--- config.mk ---
export PLATFORM = sky130hd
export DESIGN_NAME = src_stream_loader
export DESIGN_NICKNAME = d
export VERILOG_FILES = /design/src/rtl/src_stream_loader.sv
export SDC_FILE = /design/constraint.sdc
export NUM_CORES = 1
export LEC_CHECK = 0
export CORE_ASPECT_RATIO = 0.9
export CORE_MARGIN = 2
export CORE_UTILIZATION = 53
export DETAILED_ROUTE_END_ITERATION = 7
export HOLD_SLACK_MARGIN = 0.03
export PLACE_DENSITY = 0.86
export SLEW_MARGIN = 5
export SYNTH_ARGS = -nofsm -noshare
export SYNTH_HDL_FRONTEND = slang
export SYNTH_SLANG_ARGS = --single-unit
--- constraint.sdc ---
create_clock -name clk -period 5.8 [get_ports clk]
set_clock_uncertainty 0.1 [all_clocks]
set_input_delay 1.74 -clock clk [delete_from_list [all_inputs] [get_ports clk]]
set_output_delay 1.74 -clock clk [all_outputs]
set_load 0.02 [all_outputs]
--- src/rtl/src_stream_loader.sv ---
// AXI-Stream to ping-pong source buffer loader: splits 32-bit beats into two 16-bit
// writes, closes a bank on tlast or when it fills, and hands it off via bank_full.
module src_stream_loader #(
  parameter int BANK_AW = 12
) (
  input  logic               clk,
  input  logic               reset,
  input  logic               s_axis_tvalid,
  output logic               s_axis_tready,
  input  logic [31:0]        s_axis_tdata,
  input  logic [3:0]         s_axis_tkeep,
  input  logic               s_axis_tlast,
  output logic               src_v,
  output logic [BANK_AW:0]   src_a,
  output logic [15:0]        src_d,
  output logic [1:0]         bank_full,
  output logic [BANK_AW:0]   bank_len0,
  output logic [BANK_AW:0]   bank_len1,
  input  logic [1:0]         bank_free
);

  // state | meaning
  // IDLE  | wait until the fill bank is released by compute
  // LOAD  | tready=1, accept one beat
  // WR_LO | low sample on the write port
  // WR_HI | high sample on the write port
  // CLOSE | mark fill bank full, record length, switch banks
  typedef enum logic [2:0] {IDLE, LOAD, WR_LO, WR_HI, CLOSE} state_t;

  localparam logic [BANK_AW:0]   LAST_IDX = {1'b0, {BANK_AW{1'b1}}};
  localparam logic [BANK_AW:0]   CNT_ONE  = {{BANK_AW{1'b0}}, 1'b1};
  localparam logic [BANK_AW-1:0] IDX_ONE  = {{(BANK_AW-1){1'b0}}, 1'b1};

  state_t             state, state_nxt;
  logic               fill_bank;
  logic [BANK_AW:0]   cnt;
  logic [15:0]        hi_q;
  logic               lo_only_q;
  logic               last_q;
  logic [BANK_AW:0]   len_q [2];
  logic               at_end;
  logic [BANK_AW-1:0] idx_nxt;

  assign at_end        = (cnt == LAST_IDX);
  assign idx_nxt       = cnt[BANK_AW-1:0] + IDX_ONE;
  assign s_axis_tready = (state == LOAD);
  assign bank_len0     = len_q[0];
  assign bank_len1     = len_q[1];

  always_comb begin
    state_nxt = state;
    case (state)
      IDLE:    if (!bank_full[fill_bank]) state_nxt = LOAD;
      LOAD:    if (s_axis_tvalid) state_nxt = WR_LO;
      // a beat straddling the bank end loses its high half
      WR_LO:   state_nxt = (lo_only_q || at_end) ? CLOSE : WR_HI;
      WR_HI:   state_nxt = (last_q || at_end) ? CLOSE : LOAD;
      CLOSE:   state_nxt = IDLE;
      default: state_nxt = IDLE;
    endcase
  end

  always_ff @(posedge clk) begin
    if (reset) begin
      state     <= IDLE;
      fill_bank <= 1'b0;
      cnt       <= '0;
      hi_q      <= '0;
      lo_only_q <= 1'b0;
      last_q    <= 1'b0;
      src_v     <= 1'b0;
      src_a     <= '0;
      src_d     <= '0;
      bank_full <= '0;
      for (int b = 0; b < 2; b++) len_q[b] <= '0;
    end else begin
      state <= state_nxt;
      src_v <= 1'b0;

      for (int b = 0; b < 2; b++) begin
        if (bank_free[b] && bank_full[b]) begin
          bank_full[b] <= 1'b0;
          len_q[b]     <= '0;
        end
      end

      case (state)
        LOAD: begin
          if (s_axis_tvalid) begin
            hi_q      <= s_axis_tdata[31:16];
            lo_only_q <= (s_axis_tkeep == 4'h3) && s_axis_tlast;
            last_q    <= s_axis_tlast;
            src_v     <= 1'b1;
            src_a     <= {fill_bank, cnt[BANK_AW-1:0]};
            src_d     <= s_axis_tdata[15:0];
          end
        end
        WR_LO: begin
          cnt <= cnt + CNT_ONE;
          if (state_nxt == WR_HI) begin
            src_v <= 1'b1;
            src_a <= {fill_bank, idx_nxt};
            src_d <= hi_q;
          end
        end
        WR_HI: cnt <= cnt + CNT_ONE;
        CLOSE: begin
          // the closing bank is never full, so a same-cycle free on it is moot
          bank_full[fill_bank] <= 1'b1;
          len_q[fill_bank]     <= cnt;
          cnt                  <= '0;
          fill_bank            <= ~fill_bank;
        end
        default: ;
      endcase
    end
  end

endmodule
==> reports/results.ini <==
[status]
status = complete, no violations

[hold_path]
hold_class = reg2reg
worstHoldStart = hi_q[1]$_SDFFE_PP0P_

[critical_path]
ff2ff_setup_slack_ns = 1.99
max_stage_delay_ns = 1.05
worstPathRequired_ns = 5.86
arrival_ns = 3.87
path_max_fanout = 28
path_cells = or3b_1 -> nor2_2 -> a21o_1 -> a221oi_1
end_kind = flop
critPathKind = reg2reg
reg2reg_from = state[1]$_SDFF_PP0_
crit_family = simple AND/OR/NAND/NOR gates
crit_start = state[1]$_SDFF_PP0_
crit_buf_inv = 0
cp_slowest_cell = a21o_1
start_kind = flop

[clocking]
cts_hold_buf = 0
cts_root_buf = clkbuf_8
htree_levels = 3
clock_latency_ns = 0.36
post_cts_buffers = 0
cts.sinks = 93
cts_tree = done
cts_buffers = 9
clkSlewWorstSetupHoldPaths_ns = 0.08
clockBufferDepth = 2
cts_resized = 0

[logic_synthesis]
synth-main-ff-cell = dfxtp_1
synth_top_cell_area_share = 0.3203
synth_cell_type_count = 42
syn-num-nets = 479
synthCells = 436
ys_ff_latch = 93
synth_seq_area_share = 0.5067
synth.area.top_cells = dfxtp_1 (32%), edfxtp_1 (19%), nand2_1 (7.4%)
yosysTopAreaCell = dfxtp_1
synthArstFlopShare = 0
yosysWarningCount = 0
synth_edf_count = 26
netlist_area_sq_um = 4188
syn_area_per_cell_sq_um = 9.605

[global_route]
grt_pass1_wl_microns = 16000
antenna_found_initial = 0
grtUsageTotal = 0.2299
grt_overflow = 0
grt_max_degree = 72
grt_pass1_vias = 3322

[sta]
finalSetupTns_ns = 0
rsz0062_at_grt = false
period_share = 0.6563
clock.fmax_mhz = 262.7
setup_viol_count_final = 0
max-slew-margin-rel = 0.1691
whs_ns = 0.3626
hold_violations = 0
max_slew.worst_pin.slew_ns = 1.246
period_needed_ns = 3.806
finalMaxSlewViolations = 0

[placement]
dp.final_hpwl_microns = 6488
place_congestion = 0.8779
io_buffers = 100

[cells_and_area]
syn2layout_area_growth_pct = 27.58
nets = 550
multi_input_area_sq_um = 1867
nFillCells = 564
final_cell_mix = clkdlybuf4s50_1 (99), nand2_1 (83), dfxtp_1 (67)
n_antenna_cell = 0
layout-drive-gt1-share = 0.08203
final-seq-area_sq_um = 2122
layout_commonest_cell = clkdlybuf4s50_1

[floorplanning]
io_pins = 101
core_sq_um = 7620
num_rows = 30
dieWidth_microns = 97.70
die_area_sq_um = 8630
die_h_microns = 88.33
initial_core_util = 0.5496

[run]
cap_violations = 0

[drt]
drt-pass1-iter-count = 4
drc = 0
vias = 3508
wl_per_cell_microns = 15.86
drt_iter0_markers = 237
drtAntennaViolNets = 0
wirelength_microns = 9642
vias_per_cell = 5.770

[pwr]
leakagePower_nw = 1.832
ir_drop_v = 0.0001473
powerDensity_nw_per_um2 = 271.3

## registers in the layout, indices dropped and copies added (netlist names), 2 cells and up
name / flops
src_a: 13
hi_q: 16
cnt: 13
bank_full: 2
src_d: 16
state: 3
len_q: 26
## power breakdown
group,internal (mW),switching [mW]
Clock,0.241,0.216
Combinational,0.121,0.140
Sequential,0.705,0.0259
## Yosys cell counts, types with 4 or more instances
library cell and instances:
nand2_1 83, dfxtp_1 67, a21oi_1 30, clkbuf_1 29, and2_1 28, a211oi_1 27, edfxtp_1 26, nor2_1 23
a311oi_2 14, nand3_1 9, o21ai_0 8, a311oi_1 7, xnor2_1 7, a211oi_2 6, a221oi_1 5, nor3_1 5
xor2_1 5, buf_1 4, buf_2 4, buf_6 4, nand2b_1 4
## logic make-up after synthesis
| kind of cell | after synthesis | share of synthesized area |
|---|---|---|
| simple gates | 177 | 0.2056 |
| compound gates | 106 | 0.2038 |
| flops | 93 | 0.5067 |
| buf+inv | 44 | 0.04870 |
| xor+xnor | 12 | 0.02510 |
| mux | 3 | 0.007171 |
| fa+ha+maj | 1 | 0.002987 |
## layout make-up
class | count | area share
Timing Repair Buffer | 104 | 0.1920
Clock buffer | 11 | 0.02459
Tap cell | 96 | 0.02248
Sequential cell | 93 | 0.3972
Clock inverter | 5 | 0.01429
Multi-Input combinational cell | 299 | 0.3494
## final timing paths
check | endpoint | depth (start not counted)
hold / removal | hi_q[1]$_SDFFE_PP0P_ | 2
setup reg to reg | src_a[10]$_SDFFE_PP0P_ | 4
hold reg to reg | hi_q[1]$_SDFFE_PP0P_ | 2
setup / recovery | src_a[10]$_SDFFE_PP0P_ | 4
## layer usage
| metal | wire length, microns | global-route usage |
|---|---|---|
| met5 | 0 | 0 |
| met4 | 179 | 0.08712 |
| met3 | 615 | 0.04423 |
| met2 | 4628 | 0.3850 |
| met1 | 4219 | 0.3017 |
## worst reg2reg max path, stage by stage (launching register included)
cell and delay (ns):
dfxtp_1 0.47, or3b_1 0.76, nor2_2 0.97, a21o_1 1.05, a221oi_1 0.27
## per-stage QoR
step / power [mW] / std cells / util / setup slack [ns] / cell area [sq um]
2_1_floorplan: 0.8956 / 436 / - / 2.535 / 4188
3_3_place_gp: 0.9990 / 592 / 0.6739 / 1.974 / 5135
3_5_place_dp: 1.005 / 592 / 0.6739 / 1.891 / 5135
4_1_cts: 1.453 / 608 / 0.7011 / 2.008 / 5343
5_1_grt: 1.510 / 608 / 0.7011 / 1.737 / 5343
6_report: 1.449 / 608 / 0.7011 / 1.994 / 5343
Power figures use the tool's default switching activity.
